<file path="src/rtl/qa_drv_prim_fifo_pkg.sv">
// Shared helpers for the QA driver FIFO primitives: index and occupancy-counter widths.
package qa_drv_prim_fifo_pkg;

    // LUTRAM index width for a FIFO whose head lives in a flop (N_ENTRIES-1 RAM slots).
    function automatic int unsigned fifo_idx_width(input int unsigned n_entries);
        if (n_entries <= 32'd2) begin
            return 32'd1;
        end else begin
            return int'($clog2(n_entries - 32'd1));
        end
    endfunction

    // Counter width able to hold every occupancy from 0 to n_entries inclusive.
    function automatic int unsigned fifo_cnt_width(input int unsigned n_entries);
        return int'($clog2(n_entries + 32'd1));
    endfunction

endpackage

</file>
<file path="src/rtl/qa_drv_prim_lutram_sdp.sv">
// Simple dual-port distributed RAM: synchronous write, asynchronous read, contents never reset.
module qa_drv_prim_lutram_sdp #(
    parameter int unsigned WIDTH = 32,
    parameter int unsigned DEPTH = 3,
    parameter int unsigned AW    = 2
) (
    input  logic             clk,
    input  logic             we,
    input  logic [AW-1:0]    wr_addr,
    input  logic [WIDTH-1:0] wr_data,
    input  logic [AW-1:0]    rd_addr,
    output logic [WIDTH-1:0] rd_data
);

    (* ram_style = "distributed", ramstyle = "MLAB" *)
    logic [WIDTH-1:0] mem_r [DEPTH];

    // Write port; no reset so the array maps onto LUT/MLAB storage.
    always_ff @(posedge clk) begin
        if (we) begin
            mem_r[wr_addr] <= wr_data;
        end
    end

    assign rd_data = mem_r[rd_addr];

endmodule

</file>
<file path="src/rtl/qa_drv_prim_fifo_lutram_reg.sv">
// LUTRAM FIFO whose head entry is held in a flop, so `first` never sees the RAM read path.
module qa_drv_prim_fifo_lutram_reg
    import qa_drv_prim_fifo_pkg::*;
#(
    parameter int unsigned N_DATA_BITS  = 32,
    parameter int unsigned N_ENTRIES    = 4,
    parameter int unsigned AF_THRESHOLD = 1,
    parameter int unsigned AE_THRESHOLD = 1
) (
    input  logic                             clk,
    input  logic                             resetb,
    input  logic [N_DATA_BITS-1:0]           enq_data,
    input  logic                             enq_en,
    output logic                             notFull,
    output logic                             almostFull,
    output logic [N_DATA_BITS-1:0]           first,
    input  logic                             deq_en,
    output logic                             notEmpty,
    output logic                             almostEmpty,
    output logic [$clog2(N_ENTRIES+1)-1:0]   count,
    output logic                             overflow,
    output logic                             underflow
);

    localparam int unsigned AW        = fifo_idx_width(N_ENTRIES);
    localparam int unsigned CW        = fifo_cnt_width(N_ENTRIES);
    localparam int unsigned RAM_DEPTH = N_ENTRIES - 1;

    localparam logic [AW-1:0] IDX_LAST   = AW'(N_ENTRIES - 2);
    localparam logic [CW-1:0] FULL_COUNT = CW'(N_ENTRIES);
    localparam logic [CW-1:0] AF_LEVEL   = CW'(N_ENTRIES - AF_THRESHOLD);
    localparam logic [CW-1:0] AE_LEVEL   = CW'(AE_THRESHOLD);
    localparam logic          AF_RESET   = (AF_THRESHOLD >= N_ENTRIES) ? 1'b1 : 1'b0;

    if (N_ENTRIES < 2) begin : g_chk_entries
        $error("qa_drv_prim_fifo_lutram_reg: N_ENTRIES must be at least 2");
    end
    if (AF_THRESHOLD >= N_ENTRIES) begin : g_chk_af
        $error("qa_drv_prim_fifo_lutram_reg: AF_THRESHOLD must be below N_ENTRIES");
    end
    if (AE_THRESHOLD >= N_ENTRIES) begin : g_chk_ae
        $error("qa_drv_prim_fifo_lutram_reg: AE_THRESHOLD must be below N_ENTRIES");
    end

    // Indices wrap at N_ENTRIES-2, so non-power-of-2 depths need an explicit compare.
    function automatic logic [AW-1:0] idx_advance(input logic [AW-1:0] idx);
        if (idx == IDX_LAST) begin
            return {AW{1'b0}};
        end else begin
            return idx + AW'(1'b1);
        end
    endfunction

    logic [N_DATA_BITS-1:0] head_r;
    logic [AW-1:0]          rd_idx_r;
    logic [AW-1:0]          wr_idx_r;
    logic [CW-1:0]          count_r;
    logic                   not_full_r;
    logic                   not_empty_r;
    logic                   almost_full_r;
    logic                   almost_empty_r;
    logic                   overflow_r;
    logic                   underflow_r;

    logic                   enq_ok_s;
    logic                   deq_ok_s;
    logic                   head_free_s;
    logic                   ram_has_data_s;
    logic                   load_ram_s;
    logic                   bypass_s;
    logic                   ram_we_s;
    logic [CW-1:0]          count_next_s;
    logic [N_DATA_BITS-1:0] ram_rd_data_s;

    qa_drv_prim_lutram_sdp #(
        .WIDTH (N_DATA_BITS),
        .DEPTH (RAM_DEPTH),
        .AW    (AW)
    ) u_ram (
        .clk     (clk),
        .we      (ram_we_s),
        .wr_addr (wr_idx_r),
        .wr_data (enq_data),
        .rd_addr (rd_idx_r),
        .rd_data (ram_rd_data_s)
    );

    // Admission, head-refill selection and next occupancy; the RAM holds count-1 entries when the head is valid.
    always_comb begin
        enq_ok_s       = enq_en & not_full_r;
        deq_ok_s       = deq_en & not_empty_r;
        head_free_s    = ~not_empty_r | deq_ok_s;
        ram_has_data_s = (count_r > CW'(1'b1));
        load_ram_s     = head_free_s & ram_has_data_s;
        bypass_s       = head_free_s & ~ram_has_data_s & enq_ok_s;
        ram_we_s       = enq_ok_s & ~bypass_s;
        count_next_s   = count_r + CW'(enq_ok_s) - CW'(deq_ok_s);
    end

    // Head register, indices, occupancy, registered flags and sticky error flags.
    always_ff @(posedge clk or negedge resetb) begin
        if (!resetb) begin
            head_r         <= {N_DATA_BITS{1'b0}};
            rd_idx_r       <= {AW{1'b0}};
            wr_idx_r       <= {AW{1'b0}};
            count_r        <= {CW{1'b0}};
            not_full_r     <= 1'b1;
            not_empty_r    <= 1'b0;
            almost_full_r  <= AF_RESET;
            almost_empty_r <= 1'b1;
            overflow_r     <= 1'b0;
            underflow_r    <= 1'b0;
        end else begin
            if (load_ram_s) begin
                head_r   <= ram_rd_data_s;
                rd_idx_r <= idx_advance(rd_idx_r);
            end else if (bypass_s) begin
                head_r   <= enq_data;
            end
            if (ram_we_s) begin
                wr_idx_r <= idx_advance(wr_idx_r);
            end
            count_r        <= count_next_s;
            not_full_r     <= (count_next_s != FULL_COUNT);
            not_empty_r    <= (count_next_s != {CW{1'b0}});
            almost_full_r  <= (count_next_s >= AF_LEVEL);
            almost_empty_r <= (count_next_s <= AE_LEVEL);
            overflow_r     <= overflow_r  | (enq_en & ~not_full_r);
            underflow_r    <= underflow_r | (deq_en & ~not_empty_r);
        end
    end

    assign first       = head_r;
    assign count       = count_r;
    assign notFull     = not_full_r;
    assign notEmpty    = not_empty_r;
    assign almostFull  = almost_full_r;
    assign almostEmpty = almost_empty_r;
    assign overflow    = overflow_r;
    assign underflow   = underflow_r;

endmodule

</file>
<file path="config.mk">
export PLATFORM = sky130hd
export DESIGN_NAME = qa_drv_prim_fifo_lutram_reg
export DESIGN_NICKNAME = d
export VERILOG_FILES = /design/src/rtl/qa_drv_prim_fifo_pkg.sv /design/src/rtl/qa_drv_prim_lutram_sdp.sv /design/src/rtl/qa_drv_prim_fifo_lutram_reg.sv
export SDC_FILE = /design/constraint.sdc
export NUM_CORES = 1
export LEC_CHECK = 0
export ABC_AREA = 1
export BUFFER_PORTS_ARGS = -buffer_cell sky130_fd_sc_hd__clkbuf_2
export CAP_MARGIN = 20
export CORE_ASPECT_RATIO = 1.5
export CORE_MARGIN = 2
export CORE_UTILIZATION = 50
export DETAILED_ROUTE_END_ITERATION = 7
export GPL_TIMING_DRIVEN = 1
export PLACE_DENSITY = 0.82
export SYNTH_ARGS = -nofsm -noshare
export SYNTH_HDL_FRONTEND = slang
export SYNTH_SLANG_ARGS = --single-unit
</file>
<file path="constraint.sdc">
create_clock -name clk -period 2.95 [get_ports clk]
set_input_delay 0.295 -clock clk [delete_from_list [all_inputs] [get_ports clk]]
set_output_delay 0.295 -clock clk [all_outputs]
set_load 0.05 [all_outputs]
</file>
== Word level (Yosys, flattened, before mapping) ==
Memory sizes are Yosys's and may differ from the RTL's.
Cells that the tools add are included.
W data, S select, Z words.

* Register bits after elaboration: 45
* Memory bits (writable): 96
* Bits of input ports: 36
* Output and inout port bits: 41
* Logic and storage cells: 44
* Memories kept: 1

* $add $sub $neg: 4
* $lt $le $gt $ge: 3
* Eq/ne operators: 3
* Muxes and demuxes: 6
* Bitwise gates (word level): 15
* Reductions and logical operators: 2

{| class="wikitable"
|+ Memory list
! name !! depth !! width !! rd ports !! clocked after Yosys merged registers in !! write ports !! RTL line !! text
|-
| u_ram.mem_r || 3 || 32 || 1 || 0 || 1 || qa_drv_prim_lutram_sdp.sv:16 || <nowiki>logic [WIDTH-1:0] mem_r [DEPTH];</nowiki>
|}

{| class="wikitable"
|+ Operators with widths
! kind !! number
|-
| $mux W32 || 2
|-
| $and A1 B1 Y1 || 8
|-
| $add A2 B1 Y2 const B || 2
|-
| $eq A2 B2 Y1 const B || 2
|-
| $mux W2 || 2
|-
| $not A1 Y1 || 4
|-
| $add A3 B1 Y3 || 1
|-
| $ge A3 B2 Y1 const B || 1
|-
| $gt A3 B1 Y1 const B || 1
|-
| $le A3 B1 Y1 const B || 1
|-
| $ne A3 B3 Y1 const B || 1
|-
| $or A1 B1 Y1 || 3
|-
| $reduce_bool A3 Y1 || 1
|-
| $sub A3 B1 Y3 || 1
|-
| $mux W1 || 2
|-
| $reduce_bool A2 Y1 || 1
|}

== Longest topological paths before layout ==
* Depth in word-level cells: 8
* Mapped depth: 10
* Depth with buffers taken out: 10

== Cells and area by module ==
From an unflattened synthesis, not the netlist that was laid out.

* Cell total of the unflattened synthesis: 674
* Area, all modules: 6581.3 sq um

{| class="wikitable"
|+ Modules (own cells, without submodules)
! module !! times used !! cells an instance !! area each (sq um) !! sequential area each (sq um)
|-
| qa_drv_prim_lutram_sdp || 1 || 341 || 3982.6 || 2882.8
|-
| qa_drv_prim_fifo_lutram_reg || 1 || 333 || 2598.7 || 1128.6
|}

== Least setup slack after synthesis ==
No wires, ideal clock.

* Path kind: flip-flop to flip-flop
* Start: reg count_r[1] (netlist: count[1])
* End: mem u_ram.mem_r[2][0], enable pin
* Library setup time: 0.421 ns
* Arrival: 2.716 ns
* Required time: 2.529 ns
* Path slack: -0.187 ns
* Stages on the path, launching flop included: 6
* Buffers on the path: 0
* Period minus slack after synthesis: 3.137 ns
* Cells stage by stage: dfrtp_1 -> inv_1 -> ha_1 -> a21oi_1 -> nand2_1 -> nor2_1

* Word-level cells in the longest chain between the ends: 8

{| class="wikitable"
|+ RTL lines
! element !! RTL line !! text
|-
| start: declaration || qa_drv_prim_fifo_lutram_reg.sv:57 || <nowiki>logic [CW-1:0] count_r;</nowiki>
|-
| start signal: assignment || qa_drv_prim_fifo_lutram_reg.sv:106 || <nowiki>count_r <= {CW{1'b0}};</nowiki>
|-
| start signal: assignment || qa_drv_prim_fifo_lutram_reg.sv:123 || <nowiki>count_r <= count_next_s;</nowiki>
|-
| $gt A3 B1 Y1 || qa_drv_prim_fifo_lutram_reg.sv:93 || <nowiki>ram_has_data_s = (count_r > CW'(1'b1));</nowiki>
|-
| $not A1 Y1 || qa_drv_prim_fifo_lutram_reg.sv:95 || <nowiki>bypass_s = head_free_s & ~ram_has_data_s & enq_ok_s;</nowiki>
|-
| $and A1 B1 Y1 (2 in a row) || qa_drv_prim_fifo_lutram_reg.sv:95 ||
|-
| $not A1 Y1 || qa_drv_prim_fifo_lutram_reg.sv:96 || <nowiki>ram_we_s = enq_ok_s & ~bypass_s;</nowiki>
|-
| $and A1 B1 Y1 || qa_drv_prim_fifo_lutram_reg.sv:96 ||
|-
| $mux W1 || qa_drv_prim_lutram_sdp.sv:20 || <nowiki>if (we) begin</nowiki>
|-
| $mux W1 (not written as such) || qa_drv_prim_lutram_sdp.sv:21 || <nowiki>mem_r[wr_addr] <= wr_data;</nowiki>
|-
| end: declaration || qa_drv_prim_lutram_sdp.sv:16 ||
|}

No other way between the ends.

== Worst setup path after layout ==
* Start: reg not_empty_r (netlist: notEmpty)
* End: reg almost_full_r (netlist: almostFull)

* Word-level cells in the longest chain between the ends: 3

{| class="wikitable"
|+ RTL lines
! element !! RTL line !! text
|-
| start: declaration || qa_drv_prim_fifo_lutram_reg.sv:59 || <nowiki>logic not_empty_r;</nowiki>
|-
| start signal: assignment || qa_drv_prim_fifo_lutram_reg.sv:125 || <nowiki>not_empty_r <= (count_next_s != {CW{1'b0}});</nowiki>
|-
| $and A1 B1 Y1 || qa_drv_prim_fifo_lutram_reg.sv:91 || <nowiki>deq_ok_s = deq_en & not_empty_r;</nowiki>
|-
| $sub A3 B1 Y3 || qa_drv_prim_fifo_lutram_reg.sv:97 || <nowiki>count_next_s = count_r + CW'(enq_ok_s) - CW'(deq_ok_s);</nowiki>
|-
| named net count_next_s[2] || qa_drv_prim_fifo_lutram_reg.sv:72 || <nowiki>logic [CW-1:0] count_next_s;</nowiki>
|-
| $ge A3 B2 Y1 || qa_drv_prim_fifo_lutram_reg.sv:126 || <nowiki>almost_full_r <= (count_next_s >= AF_LEVEL);</nowiki>
|-
| end signal: assignment || qa_drv_prim_fifo_lutram_reg.sv:126 ||
|-
| end: declaration || qa_drv_prim_fifo_lutram_reg.sv:60 || <nowiki>logic almost_full_r;</nowiki>
|}

The timed path passes the listed nets, and every way through them passes these cells.
A chain may end at the register's enable or synchronous reset.

==> impl_metrics.env <==
export IMPL_period_share=0.722
export IMPL_syn_inst=529
export IMPL_dr_pass1_iters=4
export IMPL_cts_sinks=141
export IMPL_min_path_type="input pin to register"
export IMPL_drv_slew=0
export IMPL_cp_arrival_ps=2470
export IMPL_cellLeakagePower_nw=2.95
export IMPL_num_vias=4015
export IMPL_dp_cells=736
export IMPL_clk_latency_ps=420
export IMPL_maxCapViolations=0
export IMPL_portBuffers=76
export IMPL_grt_pass1_vias=4109
export IMPL_grt_pass1_wl_um=19900
export IMPL_setup_violations=0
export IMPL_design_die_area_um2=12400
export IMPL_crit_type="register to register"
export IMPL_gp_congestion=0.745
export IMPL_n_fill_cell=876
export IMPL_vdd_ir_drop_worst_v=0.000548
export IMPL_grt_max_degree=56
export IMPL_fin_worst_skew_ps=6.62
export IMPL_core_area_um2=11400
export IMPL_avgViaCountPerCell=5.23
export IMPL_startpoint_type="register"
export IMPL_status="finished clean"
export IMPL_post_route_drc_count=0
export IMPL_cts_resized=0
export IMPL_ys_types=24
export IMPL_cts_root_buf="clkbuf_16"
export IMPL_crit_fanout=5
export IMPL_syn_num_nets=569
export IMPL_post_drt_wl_per_cell_um=16.1
export IMPL_finalHoldViolCount=0
export IMPL_slew_headroom=0.431
export IMPL_final_cells=768
export IMPL_antenna_found_initial=0
export IMPL_syn_to_final_growth_pct=19.3
export IMPL_critical_path_required_ps=3290
export IMPL_htreeDepth=4
export IMPL_max_freq_mhz=469
export IMPL_synth_seq_area_share=0.697
export IMPL_routed_wl_um=12400
export IMPL_power_density_nw_per_um2=1210
export IMPL_yosysWarnings=0
export IMPL_fin_nets=646
export IMPL_grt_overflow_total=0
export IMPL_ys_seq_elements=141
export IMPL_cp_common_cell="inv_1"
export IMPL_grt_usage=0.210
export IMPL_finalCriticalPeriod_ps=2130
export IMPL_io_pins=77
export IMPL_synthesis_area_um2=5760
export IMPL_crit_chain="nand2_1 > inv_1 > ha_1 > inv_1 > ha_1 > inv_1 > fa_1 > xor2_1 > nor2_1 > nor2_1"
export IMPL_layout_drive_gt1_share=0.199
export IMPL_antenna_cells=0
export IMPL_ant_nets=0
export IMPL_crit_slowest_cell="dfrtp_1"
export IMPL_start_util=0.507
export IMPL_cts_tree="done"
export IMPL_fp_row_count=48
export IMPL_crit_path_end_kind="register"
export IMPL_numCtsBuffers=17
export IMPL_path_clk_slew_ps=60
export IMPL_rsz0062_at_grt="false"
export IMPL_die_h_um=135
export IMPL_hpwl_um=7580
export IMPL_worstMarginPinSlew_ps=853
export IMPL_cts_buffer_depth=2
export IMPL_dieWidth_um=91.6
export IMPL_drt_iter0_drc=305
export IMPL_crit_path_max_incr_delay_ps=480
export IMPL_setup_tns_ps=0
export IMPL_syn_area_per_cell_um2=10.9
-- what timing repair did --
item                       4_1_cts  5_1_grt
hold buffers                     1        0
setup endpoints to repair        0        0
setup buffers                    0        0
hold endpoints to repair        17        0
-- metal layers --
metal  track usage  up-vias  part of all wire
met5             0        -                 0
met4         0.117        0             0.026
met3        0.0473       25             0.056
met2         0.376      154              0.55
met1         0.229     1928              0.37
li1              -     1908                 -
-- layout make-up --
class	count	area, um^2	share of cell area
clock buffer	18	439	0.0639
tap	150	188	0.0273
inverter	17	66.3	0.00965
sequential	141	4010	0.584
multi-input combinational	346	1510	0.219
timing repair buffer	83	460	0.0670
clock inverter	13	196	0.0286
-- placed cells by master, fill, tap and decap left out, types with 3 or more instances in the layout --
master     instances
buf_4              4
bufinv_16          5
clkbuf_16         17
clkbuf_2          76
clkinv_2           3
dfrtp_1           43
edfxtp_1          96
ha_1               3
inv_1             14
nand2_1          199
nand3_1           16
nand4_1           32
nor2_1            80
o21ai_0            4
-- flip-flops by register name, summed over array words and instances (netlist names) --
| register | count |
|---|---|
| first | 32 |
| count | 3 |
| notEmpty | 1 |
| overflow | 1 |
| u_ram.mem_r | 96 |
| almostEmpty | 1 |
| wr_idx_r | 2 |
| underflow | 1 |
| almostFull | 1 |
| notFull | 1 |
| rd_idx_r | 2 |
-- cell usage after synthesis --
cell | instances | area, um^2
nand4_1 | 32 | 200
dfstp_2 | 2 | 52.6
a21oi_1 | 1 | 5.00
nand2_4 | 2 | 22.5
clkbuf_1 | 1 | 3.75
nand3_1 | 16 | 80.1
dfrtp_1 | 43 | 1080
ha_1 | 3 | 37.5
o21ai_0 | 4 | 20.0
nor2_1 | 82 | 308
edfxtp_1 | 96 | 2880
inv_2 | 2 | 7.51
inv_4 | 1 | 6.26
buf_2 | 9 | 45.0
buf_6 | 5 | 56.3
nor2_4 | 1 | 11.3
buf_4 | 10 | 75.1
o21bai_1 | 2 | 15.0
xor2_1 | 1 | 8.76
nand2_1 | 199 | 747
inv_1 | 14 | 52.6
a21oi_4 | 1 | 16.3
nand2_2 | 1 | 6.26
fa_1 | 1 | 20.0
-- critical path: cells and delay by family (launching register included) --
kind	cells	cell delay [ps]
buf+inv	3	150
xor+xnor	1	300
simple gates	3	350
flops	1	480
fa+ha+maj	3	780
-- per-stage QoR --
stage / setup slack [ps] / utilization / hold slack, ps / instance area [um^2] / total power, W
after floorplan: 326 / - / -0.591 / 5760 / 0.00534
after global placement: 929 / 0.548 / 279 / 6220 / 0.00591
after detailed placement: 838 / 0.548 / 292 / 6220 / 0.00602
after CTS: 816 / 0.605 / 93.7 / 6870 / 0.00834
after global routing: 649 / 0.605 / 94.1 / 6870 / 0.00872
final: 819 / 0.605 / 108 / 6870 / 0.00829
-- logic make-up (layout without fill, tap and decap cells) --
kind of cell	after synthesis	in the layout	share of synthesized area
adders and majority gates	4	4	0.0100
buffers and inverters	42	131	0.0428
xor gates and xnor gates	1	1	0.00152
DFF	141	141	0.697
AOI/OAI and AO/OA	8	8	0.00978
and+or+nand+nor	333	333	0.239
-- where the power goes --
part	internal, W	switching, W	total, W
Sequential	0.00273	0.000291	0.00302
Clock	0.00151	0.000772	0.00228
Combinational	0.000701	0.00230	0.00300
-- path summary, 6_finish.rpt --
path,start,end,slack [ps],depth (start not counted)
max in group asynchronous,resetb,almostEmpty,1730,3
hold / removal,enq_data[0],u_ram.mem_r[0][0],110,1
min in group asynchronous,resetb,first[7],390,2
setup reg to reg,notEmpty,almostFull,820,10
hold reg to reg,first[27],first[27],480,2
setup / recovery,notEmpty,almostFull,820,10
Power figures use the tool's default switching activity.
